==> src/rtl/cache_memblock_burst_if.sv <==
// CPU access port and line burst handshakes of cache_memblock_burst.
// line_dirty exists only when CACHE_MEMBLOCK_DIRTY_EN is defined.
interface cache_memblock_burst_if #(
  parameter int unsigned DATABITS    = 32,
  parameter int unsigned LSBBITS     = 7,
  parameter int unsigned WORDLENBITS = 2
);
  logic [LSBBITS-1:0]     cpu_wraddr;
  logic [LSBBITS-1:0]     cpu_rdaddr;
  logic                   cpu_we;
  logic [DATABITS-1:0]    cpu_in;
  logic [WORDLENBITS-1:0] cpu_wordlen;
  logic                   cpu_re;
  logic [DATABITS-1:0]    cpu_out;
  logic                   cpu_out_valid;
  logic                   cpu_align_err;
  logic                   fill_start;
  logic [DATABITS-1:0]    fill_data;
  logic                   fill_valid;
  logic                   fill_ready;
  logic                   flush_start;
  logic [DATABITS-1:0]    flush_data;
  logic                   flush_valid;
  logic                   flush_ready;
  logic                   busy;
  logic                   done;
`ifdef CACHE_MEMBLOCK_DIRTY_EN
  logic                   line_dirty;

  modport slave (
    input  cpu_wraddr, cpu_rdaddr, cpu_we, cpu_in, cpu_wordlen, cpu_re,
           fill_start, fill_data, fill_valid, flush_start, flush_ready,
    output cpu_out, cpu_out_valid, cpu_align_err, fill_ready,
           flush_data, flush_valid, busy, done, line_dirty
  );
  modport master (
    output cpu_wraddr, cpu_rdaddr, cpu_we, cpu_in, cpu_wordlen, cpu_re,
           fill_start, fill_data, fill_valid, flush_start, flush_ready,
    input  cpu_out, cpu_out_valid, cpu_align_err, fill_ready,
           flush_data, flush_valid, busy, done, line_dirty
  );
`else
  modport slave (
    input  cpu_wraddr, cpu_rdaddr, cpu_we, cpu_in, cpu_wordlen, cpu_re,
           fill_start, fill_data, fill_valid, flush_start, flush_ready,
    output cpu_out, cpu_out_valid, cpu_align_err, fill_ready,
           flush_data, flush_valid, busy, done
  );
  modport master (
    output cpu_wraddr, cpu_rdaddr, cpu_we, cpu_in, cpu_wordlen, cpu_re,
           fill_start, fill_data, fill_valid, flush_start, flush_ready,
    input  cpu_out, cpu_out_valid, cpu_align_err, fill_ready,
           flush_data, flush_valid, busy, done
  );
`endif
endinterface

==> src/rtl/cache_memblock_burst.sv <==
// Byte-banked cache line memory with CPU sub-word access and fill/flush burst engine.
// Optional dirty tracking (line_dirty) enabled by defining CACHE_MEMBLOCK_DIRTY_EN.
module cache_memblock_burst #(
  parameter int unsigned DATABITS    = 32,
  parameter int unsigned LSBBITS     = 7,
  parameter int unsigned WORDLENBITS = 2
) (
  input logic                   clk,
  input logic                   reset_n,
  cache_memblock_burst_if.slave bus
);
  localparam int unsigned BANKNUM    = DATABITS / 8;
  localparam int unsigned LOGBANKNUM = $clog2(BANKNUM);
  localparam int unsigned IDXBITS    = LSBBITS - LOGBANKNUM;
  localparam int unsigned WORDS      = 1 << IDXBITS;
  localparam logic [IDXBITS-1:0] LAST_IDX = IDXBITS'(WORDS - 1);

  typedef enum logic [1:0] {S_IDLE, S_FILL, S_FLUSH_RD, S_FLUSH_OUT} state_t;

  state_t                r_state;
  logic [IDXBITS-1:0]    r_cnt;
  logic                  r_busy;
  logic                  r_done;
  logic                  r_fill_ready;
  logic                  r_flush_valid;
  logic                  r_cpu_out_valid;
  logic                  r_align_err;
  logic [LOGBANKNUM-1:0] r_rd_lane;
  logic [7:0]            r_mem  [BANKNUM][WORDS];
  logic [7:0]            r_rd_q [BANKNUM];

  logic                   w_idle;
  logic [WORDLENBITS-1:0] w_wordlen;
  logic [LOGBANKNUM-1:0]  w_wr_lane;
  logic [31:0]            w_size;
  logic                   w_cpu_wr_legal;
  logic                   w_cpu_wr;
  logic                   w_cpu_err;
  logic                   w_cpu_rd;
  logic                   w_fill_hs;
  logic                   w_flush_hs;
  logic [BANKNUM-1:0]     w_cpu_be;
  logic [BANKNUM-1:0]     w_ram_we;
  logic                   w_ram_re;
  logic [IDXBITS-1:0]     w_ram_wr_idx;
  logic [IDXBITS-1:0]     w_ram_rd_idx;
  logic [DATABITS-1:0]    w_cpu_wr_rot;
  logic [DATABITS-1:0]    w_ram_wr_data;
  logic [DATABITS-1:0]    w_rd_word;
  logic [2*DATABITS-1:0]  w_rotl;
  logic [2*DATABITS-1:0]  w_rotr;

  assign w_idle     = (r_state == S_IDLE);
  assign w_wordlen  = bus.cpu_wordlen;
  assign w_wr_lane  = bus.cpu_wraddr[LOGBANKNUM-1:0];
  assign w_cpu_rd   = w_idle && bus.cpu_re;
  assign w_fill_hs  = (r_state == S_FILL) && r_fill_ready && bus.fill_valid;
  assign w_flush_hs = (r_state == S_FLUSH_OUT) && r_flush_valid && bus.flush_ready;

  // A size-aligned access never straddles the word, so the enable run fits the banks.
  always_comb begin
    w_size         = 32'd1 << w_wordlen;
    w_cpu_wr_legal = (w_size <= BANKNUM) && ((32'(w_wr_lane) & (w_size - 32'd1)) == 32'd0);
    for (int unsigned b = 0; b < BANKNUM; b++) begin
      w_cpu_be[b] = (b >= 32'(w_wr_lane)) && (b < 32'(w_wr_lane) + w_size);
    end
  end

  assign w_cpu_wr     = w_idle && bus.cpu_we && w_cpu_wr_legal;
  assign w_cpu_err    = w_idle && bus.cpu_we && !w_cpu_wr_legal;
  assign w_rotl       = {bus.cpu_in, bus.cpu_in} << {w_wr_lane, 3'b000};
  assign w_cpu_wr_rot = w_rotl[2*DATABITS-1:DATABITS];

  always_comb begin
    w_ram_we      = '0;
    w_ram_wr_idx  = bus.cpu_wraddr[LSBBITS-1:LOGBANKNUM];
    w_ram_wr_data = w_cpu_wr_rot;
    if (w_fill_hs) begin
      w_ram_we      = '1;
      w_ram_wr_idx  = r_cnt;
      w_ram_wr_data = bus.fill_data;
    end else if (w_cpu_wr) begin
      w_ram_we = w_cpu_be;
    end
  end

  // While a flush word stalls, the same index is re-read so the output register holds.
  always_comb begin
    w_ram_re     = 1'b0;
    w_ram_rd_idx = bus.cpu_rdaddr[LSBBITS-1:LOGBANKNUM];
    case (r_state)
      S_IDLE:      w_ram_re = bus.cpu_re;
      S_FLUSH_RD: begin
        w_ram_re     = 1'b1;
        w_ram_rd_idx = r_cnt;
      end
      S_FLUSH_OUT: begin
        w_ram_re     = 1'b1;
        w_ram_rd_idx = w_flush_hs ? r_cnt + IDXBITS'(1) : r_cnt;
      end
      default:     w_ram_re = 1'b0;
    endcase
  end

  always_ff @(posedge clk) begin
    for (int unsigned b = 0; b < BANKNUM; b++) begin
      if (w_ram_we[b]) r_mem[b][w_ram_wr_idx] <= w_ram_wr_data[b*8 +: 8];
      if (w_ram_re)    r_rd_q[b] <= r_mem[b][w_ram_rd_idx];
    end
  end

  always_comb begin
    w_rd_word = '0;
    for (int unsigned b = 0; b < BANKNUM; b++) begin
      w_rd_word[b*8 +: 8] = r_rd_q[b];
    end
  end

  assign w_rotr = {w_rd_word, w_rd_word} >> {r_rd_lane, 3'b000};

`ifdef CACHE_MEMBLOCK_DIRTY_EN
  logic r_dirty;
  assign bus.line_dirty = r_dirty;
`endif

  always_ff @(posedge clk or negedge reset_n) begin
    if (!reset_n) begin
      r_state         <= S_IDLE;
      r_cnt           <= '0;
      r_busy          <= 1'b0;
      r_done          <= 1'b0;
      r_fill_ready    <= 1'b0;
      r_flush_valid   <= 1'b0;
      r_cpu_out_valid <= 1'b0;
      r_align_err     <= 1'b0;
      r_rd_lane       <= '0;
`ifdef CACHE_MEMBLOCK_DIRTY_EN
      r_dirty         <= 1'b0;
`endif
    end else begin
      r_done          <= 1'b0;
      r_cpu_out_valid <= w_cpu_rd;
      r_align_err     <= w_cpu_err;
      if (w_cpu_rd) r_rd_lane <= bus.cpu_rdaddr[LOGBANKNUM-1:0];
`ifdef CACHE_MEMBLOCK_DIRTY_EN
      if (w_cpu_wr) r_dirty <= 1'b1;
`endif
      case (r_state)
        S_IDLE: begin
          if (bus.fill_start) begin
            r_state      <= S_FILL;
            r_busy       <= 1'b1;
            r_fill_ready <= 1'b1;
          end else if (bus.flush_start) begin
            r_state <= S_FLUSH_RD;
            r_busy  <= 1'b1;
          end
        end
        S_FILL: begin
          if (w_fill_hs) begin
            if (r_cnt == LAST_IDX) begin
              r_state      <= S_IDLE;
              r_cnt        <= '0;
              r_busy       <= 1'b0;
              r_fill_ready <= 1'b0;
              r_done       <= 1'b1;
`ifdef CACHE_MEMBLOCK_DIRTY_EN
              r_dirty      <= 1'b0;
`endif
            end else begin
              r_cnt <= r_cnt + IDXBITS'(1);
            end
          end
        end
        S_FLUSH_RD: begin
          r_state       <= S_FLUSH_OUT;
          r_flush_valid <= 1'b1;
        end
        S_FLUSH_OUT: begin
          if (w_flush_hs) begin
            if (r_cnt == LAST_IDX) begin
              r_state       <= S_IDLE;
              r_cnt         <= '0;
              r_busy        <= 1'b0;
              r_flush_valid <= 1'b0;
              r_done        <= 1'b1;
`ifdef CACHE_MEMBLOCK_DIRTY_EN
              r_dirty       <= 1'b0;
`endif
            end else begin
              r_cnt <= r_cnt + IDXBITS'(1);
            end
          end
        end
        default: r_state <= S_IDLE;
      endcase
    end
  end

  assign bus.cpu_out       = r_cpu_out_valid ? w_rotr[DATABITS-1:0] : '0;
  assign bus.cpu_out_valid = r_cpu_out_valid;
  assign bus.cpu_align_err = r_align_err;
  assign bus.fill_ready    = r_fill_ready;
  assign bus.flush_data    = r_flush_valid ? w_rd_word : '0;
  assign bus.flush_valid   = r_flush_valid;
  assign bus.busy          = r_busy;
  assign bus.done          = r_done;

endmodule

==> src/flat_wrapper.sv <==
// flat-port wrapper written by rule: the top's interface ports become plain ports
module cache_memblock_burst_flat 
#(
  parameter int unsigned DATABITS    = 32,
  parameter int unsigned LSBBITS     = 7,
  parameter int unsigned WORDLENBITS = 2
)
  (clk, reset_n, bus_cpu_wraddr, bus_cpu_rdaddr, bus_cpu_we, bus_cpu_in, bus_cpu_wordlen, bus_cpu_re, bus_fill_start, bus_fill_data, bus_fill_valid, bus_flush_start, bus_flush_ready, bus_cpu_out, bus_cpu_out_valid, bus_cpu_align_err, bus_fill_ready, bus_flush_data, bus_flush_valid, bus_busy, bus_done);
  cache_memblock_burst_if #(.DATABITS(DATABITS), .LSBBITS(LSBBITS), .WORDLENBITS(WORDLENBITS)) bus_i ();
  input logic clk;
  input logic reset_n;
  input wire logic [$bits(bus_i.cpu_wraddr)-1:0] bus_cpu_wraddr;
  input wire logic [$bits(bus_i.cpu_rdaddr)-1:0] bus_cpu_rdaddr;
  input wire logic [$bits(bus_i.cpu_we)-1:0] bus_cpu_we;
  input wire logic [$bits(bus_i.cpu_in)-1:0] bus_cpu_in;
  input wire logic [$bits(bus_i.cpu_wordlen)-1:0] bus_cpu_wordlen;
  input wire logic [$bits(bus_i.cpu_re)-1:0] bus_cpu_re;
  input wire logic [$bits(bus_i.fill_start)-1:0] bus_fill_start;
  input wire logic [$bits(bus_i.fill_data)-1:0] bus_fill_data;
  input wire logic [$bits(bus_i.fill_valid)-1:0] bus_fill_valid;
  input wire logic [$bits(bus_i.flush_start)-1:0] bus_flush_start;
  input wire logic [$bits(bus_i.flush_ready)-1:0] bus_flush_ready;
  output wire logic [$bits(bus_i.cpu_out)-1:0] bus_cpu_out;
  output wire logic [$bits(bus_i.cpu_out_valid)-1:0] bus_cpu_out_valid;
  output wire logic [$bits(bus_i.cpu_align_err)-1:0] bus_cpu_align_err;
  output wire logic [$bits(bus_i.fill_ready)-1:0] bus_fill_ready;
  output wire logic [$bits(bus_i.flush_data)-1:0] bus_flush_data;
  output wire logic [$bits(bus_i.flush_valid)-1:0] bus_flush_valid;
  output wire logic [$bits(bus_i.busy)-1:0] bus_busy;
  output wire logic [$bits(bus_i.done)-1:0] bus_done;
  assign bus_i.cpu_wraddr = bus_cpu_wraddr;
  assign bus_i.cpu_rdaddr = bus_cpu_rdaddr;
  assign bus_i.cpu_we = bus_cpu_we;
  assign bus_i.cpu_in = bus_cpu_in;
  assign bus_i.cpu_wordlen = bus_cpu_wordlen;
  assign bus_i.cpu_re = bus_cpu_re;
  assign bus_i.fill_start = bus_fill_start;
  assign bus_i.fill_data = bus_fill_data;
  assign bus_i.fill_valid = bus_fill_valid;
  assign bus_i.flush_start = bus_flush_start;
  assign bus_i.flush_ready = bus_flush_ready;
  assign bus_cpu_out = bus_i.cpu_out;
  assign bus_cpu_out_valid = bus_i.cpu_out_valid;
  assign bus_cpu_align_err = bus_i.cpu_align_err;
  assign bus_fill_ready = bus_i.fill_ready;
  assign bus_flush_data = bus_i.flush_data;
  assign bus_flush_valid = bus_i.flush_valid;
  assign bus_busy = bus_i.busy;
  assign bus_done = bus_i.done;
  cache_memblock_burst #(.DATABITS(DATABITS), .LSBBITS(LSBBITS), .WORDLENBITS(WORDLENBITS)) u_core (.clk(clk), .reset_n(reset_n), .bus(bus_i));
endmodule
==> config.mk <==
export PLATFORM = sky130hd
export DESIGN_NAME = cache_memblock_burst_flat
export DESIGN_NICKNAME = d
export VERILOG_FILES = /design/src/rtl/cache_memblock_burst_if.sv /design/src/rtl/cache_memblock_burst.sv /design/src/flat_wrapper.sv
export SDC_FILE = /design/constraint.sdc
export NUM_CORES = 1
export LEC_CHECK = 0
export CAP_MARGIN = 20
export CORE_ASPECT_RATIO = 0.7
export CORE_UTILIZATION = 30
export DETAILED_ROUTE_END_ITERATION = 8
export PLACE_DENSITY = 0.49
export SYNTH_ARGS = -nofsm -noshare
export SYNTH_HDL_FRONTEND = slang
export SYNTH_SLANG_ARGS = --single-unit
==> constraint.sdc <==
create_clock -name clk -period 3.6 [get_ports clk]
set_clock_uncertainty 0.05 [all_clocks]
set_input_delay 0.54 -clock clk [delete_from_list [all_inputs] [get_ports clk]]
set_output_delay 0.54 -clock clk [all_outputs]
set_load 0.02 [all_outputs]
-- Yosys cells after proc, flatten, opt, wreduce, memory -nomap -nowiden
Memories as Yosys holds them, arrays and structs flattened.
Cells that the tools add are included.
- output and inout port bits: 70
- latch bits: 0
- word-level logic and storage cells: 126
- memory bits (writable): 1056
- bits in registers: 15
- memories kept: 2
- ROM bits: 0
- input bits: 88
- memories (memory ; words ; bits a word ; rd ports ; clocked after Yosys merged registers in ; wr ports ; line ; source):
    u_core.r_mem ; 4 ; 256 ; 4 ; 0 ; 4 ; cache_memblock_burst.sv:29 ; logic [7:0] r_mem [BANKNUM][WORDS];
    u_core.r_rd_q ; 4 ; 8 ; 4 ; 0 ; 4 ; cache_memblock_burst.sv:30 ; logic [7:0] r_rd_q [BANKNUM];
- mux-type cells: 59
- reduce and logical (&&, ||, !) cells: 26
- bitwise operators: 3
- $add $sub $neg: 3
- equal/unequal tests: 10
- multipliers: 0
- divide/modulo/power cells: 0
- magnitude comparators: 11
- shift operators: 3
- operator list (operator ; count):
    2-to-1 mux 256 bit ; 4
    binary-select mux 8 bit (select 5 bit) ; 4
    2-to-1 mux 32 bit ; 3
    2-to-1 mux 8 bit ; 9
    < comparator 1 x 32 -> 1 bit (first input constant) ; 2
    < comparator 2 x 32 -> 1 bit (first input constant) ; 2
    left shift 64 x 5 -> 64 bit ; 1
    right shift 64 x 5 -> 32 bit ; 1
    demux 8 bit (select 5 bit) ; 1
    adder 2 x 32 -> 32 bit ; 1
    AND 2 x 32 -> 32 bit ; 1
    less-or-equal comparator 32 x 3 -> 1 bit (second input constant) ; 1
    logical NOT 32 bit ; 1
    left shift 1 x 2 -> 32 bit (first input constant) ; 1
    subtractor 32 x 1 -> 32 bit (second input constant) ; 1
    2-to-1 mux 5 bit ; 5
    one-hot mux 5 bit (2 select lines) ; 2
    2-to-1 mux 1 bit ; 18
    logical AND 1 bit ; 13
    greater-or-equal comparator 6 bit (second input constant) ; 2
    NOT 5 -> 6 bit ; 2
    2-to-1 mux 2 bit ; 5
    AND reduction 3 bit ; 3
    2-to-1 mux 4 bit ; 2
    other kinds (19) ; 30

-- Depth between registers and ports, before layout
- depth in word-level cells: 10
- gate-level depth with buffers: 12
- mapped depth without buffers: 10

-- Least setup slack after synthesis
Ideal clock, no wire load.
- path kind: input-to-reg
- from: in bus_cpu_wraddr[1]
- to: mem u_core.r_mem[1][120] (netlist name) (enable)
- data required time: 3.180 ns
- setup time: 0.370 ns
- arrival: 3.129 ns
- path slack: 0.051 ns
- stages: 11
- path through: buf_2 clkbuf_1 buf_1 inv_1 fa_1 inv_1 o21ai_0 a211oi_1 nor2_1 clkbuf_1 nor2_1
- RTL lines (what ; line ; source):
    start, declared ; flat_wrapper.sv:12 ; input wire logic [$bits(bus_i.cpu_wraddr)-1:0] bus_cpu_wraddr;
    end, declared ; cache_memblock_burst.sv:29 ;

==> impl_metrics.yaml <==
status:
  outcome: "completed"
power_and_ir_drop:
  sw_frac_of_total_pct: 37.04
  power.sequential.fraction_pct: 35.9
  cellPowerDensity_nw_per_um2: 752.6
  power_frac_clock_pct: 26.0
  power_leakage_nw: 18.16
  p_comb_share_pct: 38.1
  switchingPower_mw: 15.47
  cellInternalPower_mw: 26.29
  ir_drop_mv: 0.5649
worst_setup_path:
  crit_arrival_ns: 3.98
  timing.setup.critical_path_class: "flip-flop to flip-flop"
  setup.worst_path.end_class: "flip-flop"
  critical_path.max_stage_delay_ns: 0.56
  critPathSlowestCell: "sky130_fd_sc_hd__nor4_1"
  cp_max_fo: 5
  worstPathCellList: "ha_1, and3_1, ha_1, nand4_1, o2bb2ai_1, a32oi_1, o32a_2, buf_12, buf_4, buf_4, nor4_1, a21oi_1, nand4b_1"
  critical_path_required_ns: 4.09
  timing.critical_path.from_type: "flip-flop"
synth:
  syn_nets: 3352
  synthXorXnorAreaFrac_pct: 0
  synth_adder_area_share_pct: 0.1811
  ys_dominant_reg_cell: "sky130_fd_sc_hd__edfxtp_1"
  synth_largest_area_cell: "sky130_fd_sc_hd__edfxtp_1"
  yosys-mux-area-fraction_pct: 4.758
  netlist_top_cells_area: "sky130_fd_sc_hd__edfxtp_1, sky130_fd_sc_hd__nand2_1, sky130_fd_sc_hd__a21oi_1"
  post_synth_most_frequent_cells: "sky130_fd_sc_hd__edfxtp_1, sky130_fd_sc_hd__nand2_1, sky130_fd_sc_hd__a21oi_1"
  async_flop_share_pct: 1.401
  synth_compound_gate_area_share_pct: 11.31
  synthesized_flop_and_latch_total: 1071
  synthesis.instances: 3258
  synthesis.area_per_instance_um2: 14.00
  synth_top_cell_area_share_pct: 69.54
  ys_seq_area_share_pct: 70.37
  post_synth_instance_area_um2: 45600
  yosysUniqueCellTypes: 69
  post_synth_and_or_nand_nor_area_fraction_pct: 10.47
  main_combinational_cell_family_by_area_after_synthesis: "compound AO/OA/AOI/OAI gates"
  ys_warn_count: 0
  yosys.cell_count.top_type: "sky130_fd_sc_hd__edfxtp_1"
  synth_edf_count: 1056
route:
  drtAntennaViolNets: 0
  detail_route.first_pass.iterations: 5
  drc_errors: 0
  vias_per_cell: 5.283
  vias_after_detailed_routing: 30140
  postRouteWirelength_um: 148700
  wl_per_instance_um: 26.06
  detailed_router_s_first_iteration_violation_count: 3340
clock_network:
  htreeDepth: 3
  worst_setup_hold_path_clk_slew_ns: 0.07
  total_cts_buffers: 99
  clock_insertion_delay_worst_skew_ns: 0.76
  ctsHoldBuffers: 0
  clock-sinks: 1071
  clockRootBuffer: "sky130_fd_sc_hd__clkbuf_16"
  max-clock-path-buffers: 3
  clock_tree_from_tritoncts: "built"
cells_and_area:
  fill_cells: 14390
  syn_to_final_growth_pct: 21.69
  final_area_um2: 55490
  drive_above_1_share_pct: 18.96
  multiInputGateArea_um2: 12370
  finish.net_count: 3718
  layoutNonFillerInstCount: 5705
  area.sequential_um2: 32090
sta:
  finalSetupTns_ns: 0
  max_freq_mhz: 287.0
  timing.final.max_slew_violations: 0
  max_slew_margin_pct: 28.01
  worst_slew_pin_slew_ns: 1.076
  finalCriticalPeriod_ns: 3.485
  worst_slack_ns: 0.1152
  finalHoldViolCount: 0
  period_share_pct: 96.80
  setup_viol_count_final: 0
  rsz0062_at_grt: "no"
global_route:
  globalRoute.totalOverflow: 0
  grt_pass1_wl_um: 213100
  grt_max_degree: 94
  grt_antenna_before_repair: 6
  grt_usage_pct: 19.10
  via_count_of_the_first_global_routing_pass: 28610
floorplanning:
  die_width_um: 468.0
  ios: 158
  chipHeight_um: 328.2
  core-area_um2: 150700
  die_area_um2: 153600
  num_rows: 119
  initial_utilization_pct: 30.26
placed_design:
  worst_setup_slack_post_dpl_ns: -0.2904
  dp_hpwl_um: 100400
  finalWeightedCongestion: 0.8662
  post_dp_cell_area_um2: 52150
  port_buffers: 157
  placed_cells_incl_taps: 5515
min_path:
  timing.hold.worst.class: "input port to asynchronous set/reset pin"
run:
  cap_viol_max_count: 0
==> routing by layer <==
layer	GRT usage, %	part of all wire (%)	vias up
met1	30.25	49	15520
met5	0	0	-
li1	-	-	13380
met2	26.99	42	1122
met4	3.043	1.2	0
met3	3.758	7.4	124
==> stage by stage <==
| stage | hold slack (ns) | power (mW) | utilization, % |
|---|---|---|---|
| finish | 0.1952 | 41.76 | 36.82 |
| global placement | 0.4590 | 31.12 | 34.61 |
| floorplan | 0.1944 | 23.71 | - |
| global route | 0.2040 | 43.34 | 36.82 |
| detailed placement | 0.4577 | 31.04 | 34.61 |
| CTS | 0.1641 | 41.87 | 36.80 |
==> state kept, by name, indices dropped and copies added, names as in the netlist <==
signal,flops
u_core.r_rd_lane,2
u_core.bus.fill_ready,1
u_core.bus.busy,1
u_core.r_rd_q,32
u_core.bus.done,1
u_core.bus.flush_valid,1
u_core.r_state,2
u_core.r_mem,1024
u_core.r_cnt,5
u_core.bus.cpu_align_err,1
u_core.bus.cpu_out_valid,1
==> final timing paths <==
| path | cells past startpoint | slack (ns) | to | from |
|---|---|---|---|---|
| worst max-delay path | 13 | 0.12 | u_core.r_rd_q[3][4] | u_core.r_cnt[0] |
| worst max register to register | 13 | 0.12 | u_core.r_rd_q[3][4] | u_core.r_cnt[0] |
| min in group clk | 3 | 0.32 | u_core.bus.cpu_align_err | bus_cpu_we |
| max in group asynchronous | 1 | 2.76 | u_core.r_rd_lane[0] | reset_n |
| worst min-delay path | 1 | 0.20 | u_core.bus.fill_ready | reset_n |
| worst min register to register | 2 | 0.46 | u_core.bus.busy | u_core.bus.busy |
==> repair_timing <==
| action | in CTS | in global routing |
|---|---|---|
| resized for setup | 2 | 0 |
| pin swaps | 0 | 0 |
| endpoints found under the hold margin | 0 | 0 |
| endpoints found under the setup margin | 6 | 1 |
| setup buffers | 0 | 4 |
==> cells by family after synthesis <==
logic type      count (synthesis)
buf+inv                       272
flops                        1071
compound gates                717
simple gates                 1056
fa+ha+maj                       6
mux                           136
==> cell usage in the layout, fill, tap and decap left out, drive strengths merged, types with 5 or more instances in the layout <==
master	synthesis	routed
edfxtp	1056	1056
nand2	467	467
buf	154	368
a21oi	319	319
nor2	280	280
clkdlybuf4s50	0	155
clkbuf	104	117
a211oi	104	104
a221oi	93	93
and3	72	72
nand3	71	71
mux2i	69	69
and2	67	67
mux4	64	64
a32oi	63	63
a32o	62	62
clkinv	0	48
nor4	32	32
o22ai	32	32
nand4b	31	31
inv	14	17
dfrtp	15	15
o21ai	15	15
bufinv	0	11
nand4	11	11
a31oi	9	9
clkinvlp	0	6
nor3	6	6
nand3b	5	5
ha	5	5
==> worst max-delay path, delay by kind of cell, from the launching register on <==
family	cells	cell delay (ns)
and+or+nand+nor	4	1.11
buffers and inverters	3	0.47
DFF	1	0.40
adders and majority gates	2	0.55
AOI/OAI and AO/OA	4	0.71
==> area by class of cell <==
| class | instances | share of cell area [%] |
|---|---|---|
| Clock buffer | 117 | 4.587 |
| Sequential cell | 1071 | 57.83 |
| Inverter | 14 | 0.09471 |
| Antenna cell | 1 | 0.004510 |
| Clock inverter | 68 | 1.355 |
| Tap cell | 1996 | 4.501 |
| Multi-Input combinational cell | 1915 | 22.30 |
| Timing Repair Buffer | 523 | 9.322 |
==> power by group through the flow <==
stage | clock [mW] | sequential (mW) | combinational, mW
2_1_floorplan | 0 | 14.8 | 8.93
3_3_place_gp | 0 | 15.2 | 15.9
3_5_place_dp | 0 | 15.2 | 15.8
4_1_cts | 11.0 | 15.0 | 15.9
5_1_grt | 11.5 | 15.0 | 16.9
6_report | 10.9 | 15.0 | 15.9
Power figures use the tool's default switching activity.
